--- src/rtl/ve_array_argmax_stream_pkg.sv ---
// Shared types and helpers for the streaming argmax/argmin reducer.
// Holds the reduction mode, the beat tag and the strict compare.
package VEArrayPkg;

    localparam int MAXW = 64;

    typedef enum logic {
        RED_MAX = 1'b0,
        RED_MIN = 1'b1
    } red_mode_e;

    typedef struct packed {
        logic      valid;
        logic      last;
        logic      first;
        logic      ovf;
        red_mode_e mode;
    } beat_tag_t;

    function automatic int layer_of(input int eltnum);
        return $clog2(eltnum);
    endfunction

    function automatic int idx_width(input int eltnum, input int maxbeats);
        return $clog2(eltnum * maxbeats);
    endfunction

    function automatic int bc_width(input int maxbeats);
        return $clog2(maxbeats + 1);
    endfunction

    // True when a is strictly better than b (ties never win).
    function automatic logic better(
        input logic [MAXW-1:0] a,
        input logic [MAXW-1:0] b,
        input red_mode_e       mode,
        input logic            sgn
    );
        logic gt;
        logic lt;
        if (sgn) begin
            gt = $signed(a) > $signed(b);
            lt = $signed(a) < $signed(b);
        end else begin
            gt = a > b;
            lt = a < b;
        end
        return (mode == RED_MIN) ? lt : gt;
    endfunction

endpackage

--- src/rtl/ve_array_argmax_stream_cmp_sel.sv ---
// One compare/select node: picks b only when strictly better than a,
// so on ties the left (lower-index) operand is kept.
module ve_cmp_sel
    import VEArrayPkg::*;
#(
    parameter int W      = 16,
    parameter int IW     = 4,
    parameter int SIGNED = 1
) (
    input  logic [W-1:0]  a_val,
    input  logic [IW-1:0] a_idx,
    input  logic [W-1:0]  b_val,
    input  logic [IW-1:0] b_idx,
    input  red_mode_e     mode,
    output logic [W-1:0]  val,
    output logic [IW-1:0] idx,
    output logic          take_b
);

    logic [MAXW-1:0] a_ext;
    logic [MAXW-1:0] b_ext;

    always_comb begin
        if (SIGNED != 0) begin
            a_ext = MAXW'($signed(a_val));
            b_ext = MAXW'($signed(b_val));
        end else begin
            a_ext = MAXW'(a_val);
            b_ext = MAXW'(b_val);
        end
    end

    assign take_b = better(b_ext, a_ext, mode, SIGNED != 0);
    assign val    = take_b ? b_val : a_val;
    assign idx    = take_b ? b_idx : a_idx;

endmodule

--- src/rtl/ve_array_argmax_stream.sv ---
// Streaming max/min reducer with index tracking over multi-beat rows.
// Heap-ordered compare tree, optional per-layer registers, then accumulator.
module ve_array_argmax_stream
    import VEArrayPkg::*;
#(
    parameter int ELTNUM   = 4,
    parameter int ELTBIT   = 16,
    parameter int SIGNED   = 1,
    parameter int MAXBEATS = 256,
    parameter logic [layer_of(ELTNUM)-1:0] PIPE = '1,
    parameter int IDXW     = idx_width(ELTNUM, MAXBEATS),
    parameter int BCW      = bc_width(MAXBEATS)
) (
    input  logic                     clk,
    input  logic                     rst,
    input  logic                     inValid,
    output logic                     inReady,
    input  logic                     inLast,
    input  logic                     inMode,
    input  logic [ELTNUM*ELTBIT-1:0] inVec,
    output logic                     outValid,
    input  logic                     outReady,
    output logic [ELTBIT-1:0]        outElt,
    output logic [IDXW-1:0]          outIdx,
    output logic [BCW-1:0]           outBeats,
    output logic                     outOvf
);

    localparam int LAYER = layer_of(ELTNUM);
    localparam int BNW   = IDXW - LAYER;
    localparam int NODES = 2 * ELTNUM;

    if (ELTNUM < 2 || (ELTNUM & (ELTNUM - 1)) != 0) begin : g_bad_eltnum
        $fatal(1, "ELTNUM must be a power of 2 and >= 2");
    end
    if (ELTBIT < 1 || ELTBIT > MAXW) begin : g_bad_eltbit
        $fatal(1, "ELTBIT out of range");
    end
    if (MAXBEATS < 2) begin : g_bad_maxbeats
        $fatal(1, "MAXBEATS must be >= 2");
    end

    logic en;
    logic accept;
    logic [BCW-1:0] cnt;
    logic first_q;
    red_mode_e row_mode;
    logic beat_ovf;

    assign en       = ~outValid | outReady;
    assign inReady  = en;
    assign accept   = inValid & en;
    assign beat_ovf = (cnt == BCW'(MAXBEATS));

    always_ff @(posedge clk) begin
        if (rst) begin
            cnt      <= '0;
            first_q  <= 1'b1;
            row_mode <= RED_MAX;
        end else if (accept) begin
            if (inLast) begin
                cnt     <= '0;
                first_q <= 1'b1;
            end else begin
                first_q <= 1'b0;
                if (!beat_ovf) cnt <= cnt + 1'b1;
            end
            if (first_q) row_mode <= red_mode_e'(inMode);
        end
    end

    beat_tag_t      tag    [LAYER+1];
    logic [BCW-1:0] tbeats [LAYER+1];
    beat_tag_t      tag_in;

    // Later beats reuse the mode latched from the row's first beat.
    always_comb begin
        tag_in       = '0;
        tag_in.valid = inValid;
        tag_in.last  = inValid & inLast;
        tag_in.first = first_q;
        tag_in.ovf   = beat_ovf;
        tag_in.mode  = first_q ? red_mode_e'(inMode) : row_mode;
    end

    assign tag[0]    = tag_in;
    assign tbeats[0] = beat_ovf ? cnt : cnt + 1'b1;

    for (genvar i = 0; i < LAYER; i++) begin : g_tag
        if (PIPE[i]) begin : g_reg
            beat_tag_t      tq;
            logic [BCW-1:0] bq;
            always_ff @(posedge clk) begin
                if (rst) begin
                    tq <= '0;
                    bq <= '0;
                end else if (en) begin
                    tq <= tag[i];
                    bq <= tbeats[i];
                end
            end
            assign tag[i+1]    = tq;
            assign tbeats[i+1] = bq;
        end else begin : g_wire
            assign tag[i+1]    = tag[i];
            assign tbeats[i+1] = tbeats[i];
        end
    end

    // Heap layout: node k has children 2k and 2k+1; leaves sit at ELTNUM+lane.
    logic [ELTBIT-1:0] hv [1:NODES-1];
    logic [IDXW-1:0]   hi [1:NODES-1];

    for (genvar l = 0; l < ELTNUM; l++) begin : g_leaf
        assign hv[ELTNUM+l] = inValid ? inVec[l*ELTBIT +: ELTBIT] : '0;
        assign hi[ELTNUM+l] = {cnt[BNW-1:0], LAYER'(l)};
    end

    for (genvar k = 1; k < ELTNUM; k++) begin : g_node
        localparam int LI = LAYER - $clog2(k + 1);
        logic [ELTBIT-1:0] nv;
        logic [IDXW-1:0]   ni;

        ve_cmp_sel #(
            .W     (ELTBIT),
            .IW    (IDXW),
            .SIGNED(SIGNED)
        ) u_node (
            .a_val (hv[2*k]),
            .a_idx (hi[2*k]),
            .b_val (hv[2*k+1]),
            .b_idx (hi[2*k+1]),
            .mode  (tag[LI].mode),
            .val   (nv),
            .idx   (ni),
            .take_b()
        );

        if (PIPE[LI]) begin : g_reg
            logic [ELTBIT-1:0] vq;
            logic [IDXW-1:0]   iq;
            always_ff @(posedge clk) begin
                if (rst) begin
                    vq <= '0;
                    iq <= '0;
                end else if (en) begin
                    vq <= nv;
                    iq <= ni;
                end
            end
            assign hv[k] = vq;
            assign hi[k] = iq;
        end else begin : g_wire
            assign hv[k] = nv;
            assign hi[k] = ni;
        end
    end

    beat_tag_t         at;
    logic [ELTBIT-1:0] acc_val;
    logic [IDXW-1:0]   acc_idx;
    logic [ELTBIT-1:0] mv;
    logic              take;
    logic [ELTBIT-1:0] nxt_val;
    logic [IDXW-1:0]   nxt_idx;

    assign at = tag[LAYER];

    ve_cmp_sel #(
        .W     (ELTBIT),
        .IW    (IDXW),
        .SIGNED(SIGNED)
    ) u_acc (
        .a_val (acc_val),
        .a_idx (acc_idx),
        .b_val (hv[1]),
        .b_idx (hi[1]),
        .mode  (at.mode),
        .val   (mv),
        .idx   (),
        .take_b(take)
    );

    // Winners from beats past MAXBEATS update the value but not the index.
    always_comb begin
        nxt_val = mv;
        nxt_idx = acc_idx;
        if (at.first) begin
            nxt_val = hv[1];
            nxt_idx = hi[1];
        end else if (take && !at.ovf) begin
            nxt_idx = hi[1];
        end
    end

    always_ff @(posedge clk) begin
        if (rst) begin
            acc_val  <= '0;
            acc_idx  <= '0;
            outValid <= 1'b0;
            outElt   <= '0;
            outIdx   <= '0;
            outBeats <= '0;
            outOvf   <= 1'b0;
        end else if (en) begin
            if (at.valid) begin
                acc_val <= nxt_val;
                acc_idx <= nxt_idx;
            end
            outValid <= at.valid & at.last;
            if (at.valid & at.last) begin
                outElt   <= nxt_val;
                outIdx   <= nxt_idx;
                outBeats <= tbeats[LAYER];
                outOvf   <= at.ovf;
            end
        end
    end

endmodule

--- config.mk ---
export PLATFORM = sky130hd
export DESIGN_NAME = ve_array_argmax_stream
export DESIGN_NICKNAME = d
export VERILOG_FILES = /design/src/rtl/ve_array_argmax_stream_pkg.sv /design/src/rtl/ve_array_argmax_stream_cmp_sel.sv /design/src/rtl/ve_array_argmax_stream.sv
export SDC_FILE = /design/constraint.sdc
export NUM_CORES = 1
export LEC_CHECK = 0
export ABC_AREA = 1
export BUFFER_PORTS_ARGS = -buffer_cell sky130_fd_sc_hd__buf_2
export CORE_ASPECT_RATIO = 0.7
export CORE_MARGIN = 2
export CORE_UTILIZATION = 40
export DETAILED_ROUTE_END_ITERATION = 8
export HOLD_SLACK_MARGIN = 0.15
export PLACE_DENSITY = 0.61
export SLEW_MARGIN = 20
export SYNTH_ARGS = -nofsm -noshare
export SYNTH_HDL_FRONTEND = slang
export SYNTH_SLANG_ARGS = --single-unit
export TNS_END_PERCENT = 10
--- constraint.sdc ---
create_clock -name clk -period 2.9 [get_ports clk]
set_input_delay 0.145 -clock clk [delete_from_list [all_inputs] [get_ports clk]]
set_output_delay 0.145 -clock clk [all_outputs]
set_load 0.02 [all_outputs]
==> flow_summary.toml, run 1 <==
[flow_run]
drv_cap = 0

[synthesis]
netlist_instances = 1492
synth.distinct_cells = 40
ys_seq_area_share_pct = 34.7
syn_area_sq_mm = 0.00987
synth.largest_area_cell = "dfxtp_1"
synthArstFlopShare_pct = 0
synth_nets = 1628
synth_top_area_share_pct = 34.7
synth_area_per_cell_sq_um = 6.62
ys_ff_latch = 171
synth-edff-count = 0
synthFlopType = "dfxtp_1"
synth_area_leaders = "dfxtp_1 (35%), nand2_1 (12%), inv_1 (9.5%)"
synth_common_cells = "nand2_1 (311), inv_1 (250), nor2_1 (177)"
yosysMostFrequentCell = "nand2_1"
yosysWarnings = 0

[clock_network]
clk_latency_ns = 0.43
h-tree-depth = 4
clk_pin_slew_worst_paths_ns = 0.07
clk_path_buf_depth = 2
clock_sinks = 171
cts_tree = "yes"
numCtsBuffers = 17
root_buffer = "clkbuf_16"

[route]
post_drt_wl_per_cell_um = 12.8
finalWirelength_um = 25000
drcViolationCount = 0
drtIter0Drc = 620
avgViaCountPerCell = 4.79
firstDrtPassIters = 4
vias = 9339
antenna_left = 0

[global_routing]
grt_max_degree = 81
antenna_found_initial = 0
grt_pass1_vias = 8371
grt_use_total_pct = 19.6
grt_pass1_wl_um = 41100
grt-ovfl-total = 0

[placed_design]
hpwlAfterDp_um = 17400
port_buffers = 107
gp_congestion = 0.847
pre_cts_ws_ns = 0.384

[timing]
period_minus_slack_ns = 2.76
final_max_slew_viol_count = 0
hold_viol_final = 0
finalWorstSetupSlack_ns = 0.140
setup-tns-final_ns = 0
slew_headroom_pct = 45.1
fin_skew_ns = 0.00919
max_freq_ghz = 0.362
finalCritPeriodShare_pct = 95.2
rsz0062_at_grt = "true"
setup_viol = 0
worst_slew_pin_slew_ns = 0.817

[worst_setup_path]
path_class = "primary input to register"
crit_chain = "dlygate4sd3_1, buf_2, nand2_1, ha_1, nand2_1, o21ai_0, nand2_1, nand3_1, nand2_1, nand2_2, nand2_4, buf_12, nand3_1, nand2_1, o21bai_1, dlygate4sd3_1, inv_1"
cpPeakStageDelay_ns = 0.56
cp-start-kind = "primary input"
reg2reg_slack_ns = 0.30
cp_max_fo = 7
reg2reg_from = "first_q"
r2r_end = "g_node[3].g_reg.vq[0]"
crit_end = "g_node[2].g_reg.vq[14]"
reg2reg_depth = 10
crit_arrival_ns = 3.10
crit_start = "inVec[6]"
required_ns = 3.24
crit_top_cell = "nand2_1"
cp-end-kind = "register"
crit_slowest_cell = "dlygate4sd3_1"

[die]
initial_core_util_pct = 40.4
die-height_um = 135
core_sq_mm = 0.0244
io_pins = 108
die_w_um = 192
row_count = 48
dieArea_sq_mm = 0.0260

[finish]
n_fill_cell = 2467
num_antenna_cells = 0
drive_gt1_share_pct = 13.0
multi_input_area_sq_mm = 0.00511
area_growth_pct = 19.0
final_net_count = 1748
final-seq-area_sq_mm = 0.00342

[worst_hold_path]
min_path_type = "primary input to register"
holdPathStages = 7

[pwr]
power.density_mw_per_mm2 = 547
p_leak_nw = 6.55
ir_worst_vdd_mv = 0.526

[run_status]
status = "completed"
[flip-flops by register name, indices dropped and copies added, names as in the netlist]
register         count
row_mode             1
outElt              16
outBeats             9
g_tag.g_reg.tq       5
g_node.g_reg.vq     48
g_node.g_reg.iq     21
at                   5
acc_val             16
acc_idx             10
cnt                  9
outIdx              10
first_q              1
outValid             1
outOvf               1
g_tag.g_reg.bq      18
[timing repair]
action,in CTS,in global routing
resized for setup,0,10
hold endpoints to repair,31,0
setup buffers,0,3
hold buffers,40,0
endpoints found under the setup margin,0,11
[report_power, final]
group / switching (mW) / internal [mW] / total (mW)
Clock: 1.09 / 1.23 / 2.32
Sequential: 0.0958 / 2.46 / 2.56
Combinational: 0.977 / 0.571 / 1.55
Total: 2.16 / 4.27 / 6.43
[through the flow]
step | total power [mW] | utilization, % | std cells | hold WS [ns] | area, sq um
final | 6.43 | 48.1 | 1950 | 0.169 | 11800
after global routing | 6.82 | 48.1 | 1950 | 0.193 | 11800
after CTS | 6.45 | 47.6 | 1945 | 0.152 | 11600
after detailed placement | 4.05 | 43.5 | 1873 | 0.421 | 10600
after global placement | 4.02 | 43.5 | 1873 | 0.435 | 10600
after floorplan | 3.71 | - | 1492 | 0.277 | 9870
[worst min-delay path by stage]
stage               startpoint                endpoint  slack, ns
finish               inVec[33]   g_node[3].g_reg.vq[1]       0.17
global route         inVec[21]   g_node[2].g_reg.vq[5]       0.19
CTS                  inVec[47]  g_node[3].g_reg.vq[15]       0.15
detailed placement      inLast                 first_q       0.42
global placement        inLast                 first_q       0.43
floorplan               inLast                 first_q       0.28
[critical path, delay by kind of cell]
kind	cells	cell delay, ns
buffers and inverters	5	1.47
and+or+nand+nor	9	0.71
AOI/OAI and AO/OA	2	0.44
adders and majority gates	1	0.32
[cell type report]
class / count / share of cell area, %
Multi-Input combinational cell: 990 / 43.5
Clock inverter: 15 / 1.46
Inverter: 253 / 8.10
Clock buffer: 17 / 3.62
Tap cell: 325 / 3.46
Sequential cell: 171 / 29.1
Timing Repair Buffer: 179 / 10.8
[per-layer routing]
| layer | vias up | global-route usage, % | part of all wire (%) |
|---|---|---|---|
| met5 | - | 0 | 0 |
| met4 | 0 | 4.53 | 1.1 |
| met3 | 18 | 3.47 | 3.8 |
| met2 | 161 | 29.4 | 42 |
| met1 | 4230 | 29.0 | 53 |
| li1 | 4930 | - | - |
[layout by cell type (no fill, tap or decap), types with 4 or more instances in the layout]
| master | synthesis | routed |
|---|---|---|
| buf_2 | 11 | 107 |
| nand4_1 | 8 | 8 |
| nand2_2 | 9 | 9 |
| xor2_1 | 4 | 4 |
| o21bai_1 | 21 | 21 |
| o21ai_0 | 110 | 110 |
| nor2_1 | 177 | 175 |
| nand3_2 | 15 | 15 |
| dlygate4sd3_1 | 1 | 40 |
| inv_1 | 250 | 248 |
| nand3_1 | 166 | 166 |
| buf_4 | 5 | 25 |
| dfxtp_1 | 171 | 171 |
| nand2_1 | 311 | 309 |
| ha_1 | 66 | 64 |
| inv_8 | 0 | 6 |
| buf_12 | 0 | 4 |
| xnor2_1 | 4 | 4 |
| a21oi_1 | 78 | 77 |
| clkbuf_16 | 0 | 19 |
[cell families after synthesis]
| family | count (synthesis) | synth area share, % |
|---|---|---|
| and+or+nand+nor | 696 | 30.3 |
| buffers and inverters | 331 | 14.1 |
| AOI/OAI and AO/OA | 220 | 11.9 |
| DFF | 171 | 34.7 |
| adders and majority gates | 66 | 8.36 |
| xor gates and xnor gates | 8 | 0.710 |
Note: power is estimated with default switching activity, not from simulation.
==> run 2: changes to the inputs <==
CORE_MARGIN = 3   (was 2)
CTS_CLUSTER_SIZE = 20   (was default)
GPL_TIMING_DRIVEN = 0   (was default)
==> run 2 against run 1 <==
Against the previous run:
- sequential share of layout area is 0.072 points higher
- cell count grew 1.6%
- sequential cell count unchanged
- via count increased by 3.6%
==> flow_summary.toml, run 2 (same netlist as run 1, synthesis figures left out) <==
[run_status]
status = "completed"

[finish]
num_antenna_cells = 0
drive_gt1_share_pct = 11.8
utilization_pct = 49.0
n_fill_cell = 2477
largest_register = "g_node.g_reg.vq"
area_growth_pct = 18.8
final_net_count = 1788
mostFrequentLayoutCell = "nand2_1"
largest_register_ffs = 48
layout_common_cells = "nand2_1 (311), inv_1 (250), nor2_1 (177), dfxtp_1 (171), nand3_1 (166)"
reg.largest.list = "g_node.g_reg.vq: 48 flops, g_node.g_reg.iq: 21 flops, g_tag.g_reg.bq: 18 flops"

[clock_network]
cts_setup_buffers = 0
numCtsBuffers = 17
clock_sinks = 171
h-tree-depth = 4
root_buffer = "clkbuf_16"
clk_path_buf_depth = 2
cts_tree = "yes"
clk_pin_slew_worst_paths_ns = 0.07
clk_latency_ns = 0.44

[global_routing]
antenna_found_initial = 0
grt_pass1_wl_um = 44800
grt_pass1_vias = 9014
grt_max_degree = 17
grt_use_total_pct = 20.7
grt-ovfl-total = 0

[die]
io_pins = 108
die-height_um = 137
die_w_um = 194
dieArea_sq_mm = 0.0266
core_sq_mm = 0.0239
initial_core_util_pct = 41.3
row_count = 47

[worst_setup_path]
crit_arrival_ns = 2.51
cpPeakStageDelay_ns = 0.45
cp-start-kind = "register"
cp_max_fo = 10
crit_chain = "inv_1, nor2_1, inv_1, clkbuf_1, clkbuf_2, clkbuf_1, buf_2"
cp_top_family = "buffers and inverters"
path_class = "register to primary output"
cp-end-kind = "primary output"
critPathBufInv = 6
required_ns = 2.76
crit_slowest_cell = "clkbuf_1"

[pwr]
power.density_mw_per_mm2 = 541
p_leak_nw = 6.56
ir_worst_vdd_mv = 0.460

[route]
finalWirelength_um = 27100
post_drt_wl_per_cell_um = 13.7
vias = 9675
firstDrtPassIters = 5
avgViaCountPerCell = 4.88
drtIter0Drc = 630
antenna_left = 0
drcViolationCount = 0

[placed_design]
pre_cts_ws_ns = -0.336
gp_congestion = 0.842
hpwlAfterDp_um = 21000
port_buffers = 106

[timing]
max_freq_ghz = 0.377
rsz0062_at_grt = "false"
setup-tns-final_ns = 0
slew_headroom_pct = 58.9
hold_ws_ns = 0.165
fin_skew_ns = 0.0114
period_minus_slack_ns = 2.65
finalCritPeriodShare_pct = 91.4
hold_viol_final = 0
worst_slew_pin_slew_ns = 0.616
setup_viol = 0
final_max_slew_viol_count = 0
finalWorstSetupSlack_ns = 0.248

[flow_run]
drv_cap = 0

[worst_hold_path]
min_path_type = "primary input to register"
[run 2: cell types whose count changed in the layout (fill, tap and decap cells not counted), sizes merged]
cell | previous run | this run
clkbuf | 19 | 68
clkinv | 3 | 11
buf | 137 | 130
inv | 261 | 255
dlygate4sd3 | 40 | 36
clkinvlp | 3 | 0
dlygate4sd1 | 0 | 1
dlymetal6s2s | 0 | 1
[run 2: cell type report]
| cell class | count | area, sq um | area share (%) |
|---|---|---|---|
| buffer | 78 | 447 | 3.81 |
| clock buffer | 17 | 425 | 3.63 |
| clock inverter | 14 | 143 | 1.22 |
| inverter | 253 | 950 | 8.10 |
| multi-input combinational | 990 | 5060 | 43.1 |
| sequential | 171 | 3420 | 29.2 |
| tap | 318 | 398 | 3.39 |
| timing repair buffer | 141 | 881 | 7.51 |
[run 2: what timing repair did]
item,4_1_cts,5_1_grt
endpoints found under the hold margin,37,0
gates resized for setup,0,7
endpoints found under the setup margin,0,28
hold buffers,35,0
[run 2: through the flow]
step,instances,cell area [sq um],power (mW)
6_report,1982,11700,6.34
5_1_grt,1982,11700,6.72
4_1_cts,1982,11700,6.38
3_5_place_dp,1916,10800,4.12
3_3_place_gp,1916,10800,4.08
2_1_floorplan,1492,9870,3.71
[run 2: final timing paths]
path,startpoint,end,slack (ns),cells past startpoint
worst max-delay path,outValid,inReady,0.25,7
worst min-delay path,inVec[34],g_node[3].g_reg.vq[2],0.16,7
worst max register to register,g_node[2].g_reg.vq[10],g_node[1].g_reg.vq[6],0.46,17
worst min register to register,g_tag[0].g_reg.tq[4],g_tag[0].g_reg.tq[4],0.46,2
[run 2: layer usage]
layer	global-route usage (%)	part of all wire, %	routed length [um]
met1	30.8	53	14300
met3	3.20	3.9	1050
met4	4.34	0.86	234
met5	0	0	0
met2	31.8	43	11500
[run 2: report_power, final]
group	switching [mW]	internal (mW)
sequential	0.105	2.46
combinational	0.973	0.580
clock	1.02	1.20
total	2.10	4.24
[run 2: worst register-to-register path, stage by stage, from the launching register on]
cell	delay (ns)
dfxtp_1	0.48
inv_1	0.10
ha_1	0.27
nand2_1	0.06
inv_1	0.05
o21ai_1	0.08
a21oi_1	0.11
nor3_2	0.15
nand2_1	0.07
nand2_1	0.09
nand2_1	0.07
nand2_2	0.16
nand2_2	0.16
buf_4	0.22
nand2_1	0.07
nand3_1	0.09
nand2_1	0.08
inv_1	0.03
